## src/rtl/fifo_status_bank.sv

```systemverilog
// Occupancy and status tracker for the five FIFOs supervised by maquina
// (Main FIFO, VC0, VC1, D0, D1). Counts pushes/pops per FIFO, latches the
// thresholds published during init, and produces registered empty, error,
// almost-full and almost-empty vectors.
//
// Optional feature: define FIFO_ERR_STICKY_EN to make Fifo_errors[i] stick
// high from the first overflow/underflow until reset. Without it an error bit
// is high only in the cycle after the offending edge.
//
// CNT_W must satisfy 2**CNT_W > DEPTH.

module fifo_status_bank #(
    parameter int unsigned BITBUS = 3,
    parameter int unsigned DEPTH  = 8,
    parameter int unsigned CNT_W  = 4
) (
    input  logic              clk,
    input  logic              reset,
    input  logic              init_out,
    input  logic [BITBUS-1:0] umbralMF_out,
    input  logic [BITBUS-1:0] umbralVC_out,
    input  logic [BITBUS-1:0] umbralD_out,
    input  logic [4:0]        push,
    input  logic [4:0]        pop,
    output logic [4:0]        Fifo_empties,
    output logic [4:0]        Fifo_errors,
    output logic [4:0]        almost_full,
    output logic [4:0]        almost_empty
);

    localparam int unsigned      NumFifo = 5;
    localparam logic [CNT_W-1:0] DepthC  = CNT_W'(DEPTH);

    // Clamping at load keeps DEPTH - thr non-negative in every later compare.
    function automatic logic [CNT_W-1:0] clamp_thr(input logic [BITBUS-1:0] v);
        if (32'(v) > DEPTH) begin
            return DepthC;
        end
        return CNT_W'(v);
    endfunction

    logic [CNT_W-1:0] thr_mf_q, thr_vc_q, thr_d_q;
    logic [CNT_W-1:0] thr_sel [NumFifo];

    logic [CNT_W-1:0] cnt_q [NumFifo];
    logic [CNT_W-1:0] cnt_d [NumFifo];
    logic [4:0]       err_now;

    logic [4:0] empties_q, empties_d;
    logic [4:0] errors_q, errors_d;
    logic [4:0] afull_q, afull_d;
    logic [4:0] aempty_q, aempty_d;

    // Threshold registers: reload on every init edge, hold otherwise.
    always_ff @(posedge clk) begin
        if (reset) begin
            thr_mf_q <= '0;
            thr_vc_q <= '0;
            thr_d_q  <= '0;
        end else if (init_out) begin
            thr_mf_q <= clamp_thr(umbralMF_out);
            thr_vc_q <= clamp_thr(umbralVC_out);
            thr_d_q  <= clamp_thr(umbralD_out);
        end
    end

    // Per-FIFO next count and error detection; counters saturate, never wrap.
    always_comb begin
        err_now = '0;
        for (int i = 0; i < NumFifo; i++) begin
            cnt_d[i] = cnt_q[i];
            unique case ({push[i], pop[i]})
                2'b10: begin
                    if (cnt_q[i] == DepthC) begin
                        err_now[i] = 1'b1;
                    end else begin
                        cnt_d[i] = cnt_q[i] + CNT_W'(1);
                    end
                end
                2'b01: begin
                    if (cnt_q[i] == '0) begin
                        err_now[i] = 1'b1;
                    end else begin
                        cnt_d[i] = cnt_q[i] - CNT_W'(1);
                    end
                end
                2'b11: begin
                    // Only the legal half of a simultaneous push/pop takes effect.
                    if (cnt_q[i] == '0) begin
                        cnt_d[i]   = CNT_W'(1);
                        err_now[i] = 1'b1;
                    end else if (cnt_q[i] == DepthC) begin
                        cnt_d[i]   = DepthC - CNT_W'(1);
                        err_now[i] = 1'b1;
                    end
                end
                default: begin
                end
            endcase
        end
    end

    // Status flags from the next count and the currently latched thresholds.
    always_comb begin
        thr_sel[0] = thr_mf_q;
        thr_sel[1] = thr_vc_q;
        thr_sel[2] = thr_vc_q;
        thr_sel[3] = thr_d_q;
        thr_sel[4] = thr_d_q;
        empties_d  = '0;
        afull_d    = '0;
        aempty_d   = '0;
        for (int i = 0; i < NumFifo; i++) begin
            empties_d[i] = (cnt_d[i] == '0);
            aempty_d[i]  = (cnt_d[i] <= thr_sel[i]);
            afull_d[i]   = (cnt_d[i] >= (DepthC - thr_sel[i]));
        end
`ifdef FIFO_ERR_STICKY_EN
        errors_d = errors_q | err_now;
`else
        errors_d = err_now;
`endif
    end

    // Counter and status registers.
    always_ff @(posedge clk) begin
        if (reset) begin
            for (int i = 0; i < NumFifo; i++) begin
                cnt_q[i] <= '0;
            end
            empties_q <= 5'b11111;
            errors_q  <= 5'b00000;
            afull_q   <= 5'b00000;
            aempty_q  <= 5'b11111;
        end else begin
            for (int i = 0; i < NumFifo; i++) begin
                cnt_q[i] <= cnt_d[i];
            end
            empties_q <= empties_d;
            errors_q  <= errors_d;
            afull_q   <= afull_d;
            aempty_q  <= aempty_d;
        end
    end

    assign Fifo_empties = empties_q;
    assign Fifo_errors  = errors_q;
    assign almost_full  = afull_q;
    assign almost_empty = aempty_q;

endmodule
```

## config.mk

```make
export PLATFORM = sky130hd
export DESIGN_NAME = fifo_status_bank
export DESIGN_NICKNAME = d
export VERILOG_FILES = /design/src/rtl/fifo_status_bank.sv
export SDC_FILE = /design/constraint.sdc
export NUM_CORES = 1
export LEC_CHECK = 0
export CAP_MARGIN = 20
export CORE_ASPECT_RATIO = 1.1
export CORE_MARGIN = 2
export CORE_UTILIZATION = 59
export CTS_BUF_LIST = sky130_fd_sc_hd__clkbuf_4 sky130_fd_sc_hd__clkbuf_8
export DETAILED_ROUTE_END_ITERATION = 7
export PLACE_DENSITY_LB_ADDON = 0.08
export SYNTH_ARGS = -nofsm -noshare
export SYNTH_HDL_FRONTEND = slang
export SYNTH_SLANG_ARGS = --single-unit
```

## constraint.sdc

```tcl
create_clock -name clk -period 3 [get_ports clk]
set_input_delay 0.6 -clock clk [delete_from_list [all_inputs] [get_ports clk]]
set_output_delay 0.6 -clock clk [all_outputs]
set_load 0.02 [all_outputs]
```

==> results_dict.tcl <==
set metrics [dict create \
    post-cts-setup-buffers 0 \
    grt_start_max_net_pins 42 \
    power_leakage_uw 0.00193 \
    outcome "complete, no violations" \
    avgRoutedWirePerCell_um 12.9 \
    synth_edf_count 0 \
    holdCritPathClass "flip-flop to flip-flop" \
    yosysWarnings 0 \
    synth-seq-cells 49 \
    timing.critical_path.fanout_max 7 \
    std_cell_rows 30 \
    clock.fmax_mhz 354 \
    syn_nets 517 \
    synth_area_leaders "dfxtp_1 27%, ha_1 17%, inv_1 5.0%" \
    detailedRoute.firstPassIterationCount 4 \
    worst_slew_pin_slew_ns 0.553 \
    synth-main-ff-cell "dfxtp_1" \
    post_synth_most_frequent_cells "49 x dfxtp_1, 48 x ha_1, 48 x inv_1" \
    final_weighted_congestion_in_routability_driven_placement 0.819 \
    worstPathRequired_ns 3.18 \
    grt.total_usage_pct 22.5 \
    grt_remaining_overflow 0 \
    clock_latency_ns 0.30 \
    area_growth_syn_to_layout_pct 18.8 \
    synth-seq-area-share_pct 27.0 \
    finalPower_uw 2500 \
    portBuffers 41 \
    post-synth-top-count-cell "dfxtp_1" \
    numCtsBuffers 5 \
    initial_antenna_violation_count 0 \
    post_synth_instance_area_um2 3640 \
    maximum_capacitance_violations 0 \
    async_reset_ff_share_pct 0 \
    ant_nets 0 \
    vdd.ir_drop.worst_mv 0.427 \
    dieWidth_um 78.9 \
    cts_tree "done" \
    place.detailed.hpwl_um 5660 \
    fin_crit_ns 2.82 \
    boundaryPins 42 \
    timing.final.setup_violations 0 \
    dieHeight_um 86.4 \
    finalNetCount 563 \
    route.final.wire_length_um 7420 \
    die_area_um2 6810 \
    slew_hr_pct 63.0 \
    number_of_buffers_on_the_longest_clock_path 2 \
    via_count_of_the_first_global_routing_pass 3015 \
    post-route-drc-count 0 \
    diodes 0 \
    setup-tns-final_ns 0 \
    syn_avg_cell_area_um2 8.14 \
    critPathKind "flip-flop to flip-flop" \
    cp_data_arrival_time_ns 3.00 \
    rsz0062_at_grt "no" \
    clock_skew_ns 0.00534 \
    worst_slack_ns 0.179 \
    timing.final.crit_share_pct 94.0 \
    layout.filler_cells 514 \
    crit_path_end_kind "flip-flop" \
    core-area_um2 6080 \
    power_density_nw_per_um2 577 \
    finalHoldWorstSlack_ns 0.506 \
    clkTransAtPathRegs_ns 0.10 \
    place_ws_ns 0.0895 \
    yosysTopAreaCellShare_pct 27.0 \
    vias 3223 \
    grt_pass1_wl_um 12600 \
    synth_area_leader_cell "dfxtp_1" \
    initial_utilization_pct 59.9 \
    cts_num_sinks 49 \
    synth.lib_cells_used.distinct 59 \
    clock-root-buffer "clkbuf_8" \
    post_route_cells_drive_above_1_share_pct 10.7 \
    cts.htree.levels 2 \
    setup.worst_path.start_class "flip-flop" \
    post_synthesis_cell_count 447 \
    report.final.slew_viol_count 0 \
    final-hold-violation-count 0 \
    drt-vias-per-instance 5.61 \
    detailedRoute.firstIterationViolations 125 \
]
power by group:
group / switching [µW] / internal (µW) / leakage (µW)
registers: 87.8 / 755 / 0.000405
logic: 590 / 583 / 0.00147
clock network: 230 / 250 / 0.0000543
total: 908 / 1590 / 0.00193
worst paths after layout:
kind          startpoint             end  slack, ns  depth (start not counted)
max          cnt_q[0][8]  almost_full[2]       0.18                         14
min          thr_vc_q[1]     thr_vc_q[1]       0.51                          2
max reg2reg  cnt_q[0][8]  almost_full[2]       0.18                         14
min reg2reg  thr_vc_q[1]     thr_vc_q[1]       0.51                          2
kinds of logic (layout without fill, tap and decap cells):
kind of cell,Yosys count,after routing,share of synthesized area (%)
multiplexers,15,15,4.13
AND/OR/NAND/NOR,165,165,25.4
adder cells (fa/ha/maj),48,48,16.5
XOR/XNOR,3,3,0.722
buffers and inverters,73,120,8.32
flip-flops,49,49,27.0
AO/OA/AOI/OAI,94,94,18.0
state kept, by name (all words and copies together) (netlist names):
signal,cells
Fifo_empties,5
Fifo_errors,5
almost_empty,5
almost_full,5
cnt_q,20
thr_d_q,3
thr_mf_q,3
thr_vc_q,3
per-stage QoR:
step	instances	area, µm²	utilization, %
after floorplan	447	3640	-
after global placement	566	4200	69.1
after detailed placement	566	4200	69.1
after CTS	574	4320	71.0
after global routing	574	4320	71.1
final	574	4320	71.1
per-layer routing:
metal / routed length, µm / vias up / GRT usage [%]
li1: - / 1676 / -
met1: 3510 / 1485 / 28.3
met2: 3620 / 50 / 39.6
met3: 164 / 12 / 3.54
met4: 124 / 0 / 7.21
met5: 0 / - / 0
final cells by class:
type	instances	area [µm²]	share of cell area (%)
tap	80	100	2.31
multi-input combinational	325	2360	54.7
sequential	49	982	22.7
timing repair buffer	64	583	13.5
clock inverter	3	46.3	1.07
inverter	48	180	4.17
clock buffer	5	68.8	1.59
worst max-delay path, stage by stage, from the launching register on:
cell and delay [ns]:
dfxtp_2 0.39, inv_1 0.08, ha_1 0.27, and2b_2 0.23
nand2_1 0.07, ha_1 0.22, nor2b_1 0.13, a31oi_1 0.22
a21oi_2 0.11, ha_1 0.30, nand2b_1 0.15, a21o_1 0.18
a21o_1 0.17, a21oi_1 0.15, nor2_1 0.05
cell usage in the layout, fill, tap and decap left out, drive strengths merged, types with 4 or more instances in the layout:
cell type,instances
a211oi,4
a21o,15
a21oi,22
a31oi,12
a41o,4
and3,5
buf,23
clkbuf,5
clkdlybuf4s50,41
dfxtp,49
ha,48
inv,48
mux2i,15
nand2,24
nand2b,10
nand3,19
nand3b,6
nand4b,4
nor2,42
nor2b,7
nor3,19
o21ai,11
o311ai,4
o31ai,7
or3b,6
what timing repair did:
item                       in CTS  in global routing
hold buffers                    0                  0
resized for setup               0                  3
setup endpoints to repair       0                  2
No activity file was read; power rests on OpenSTA's default activity.
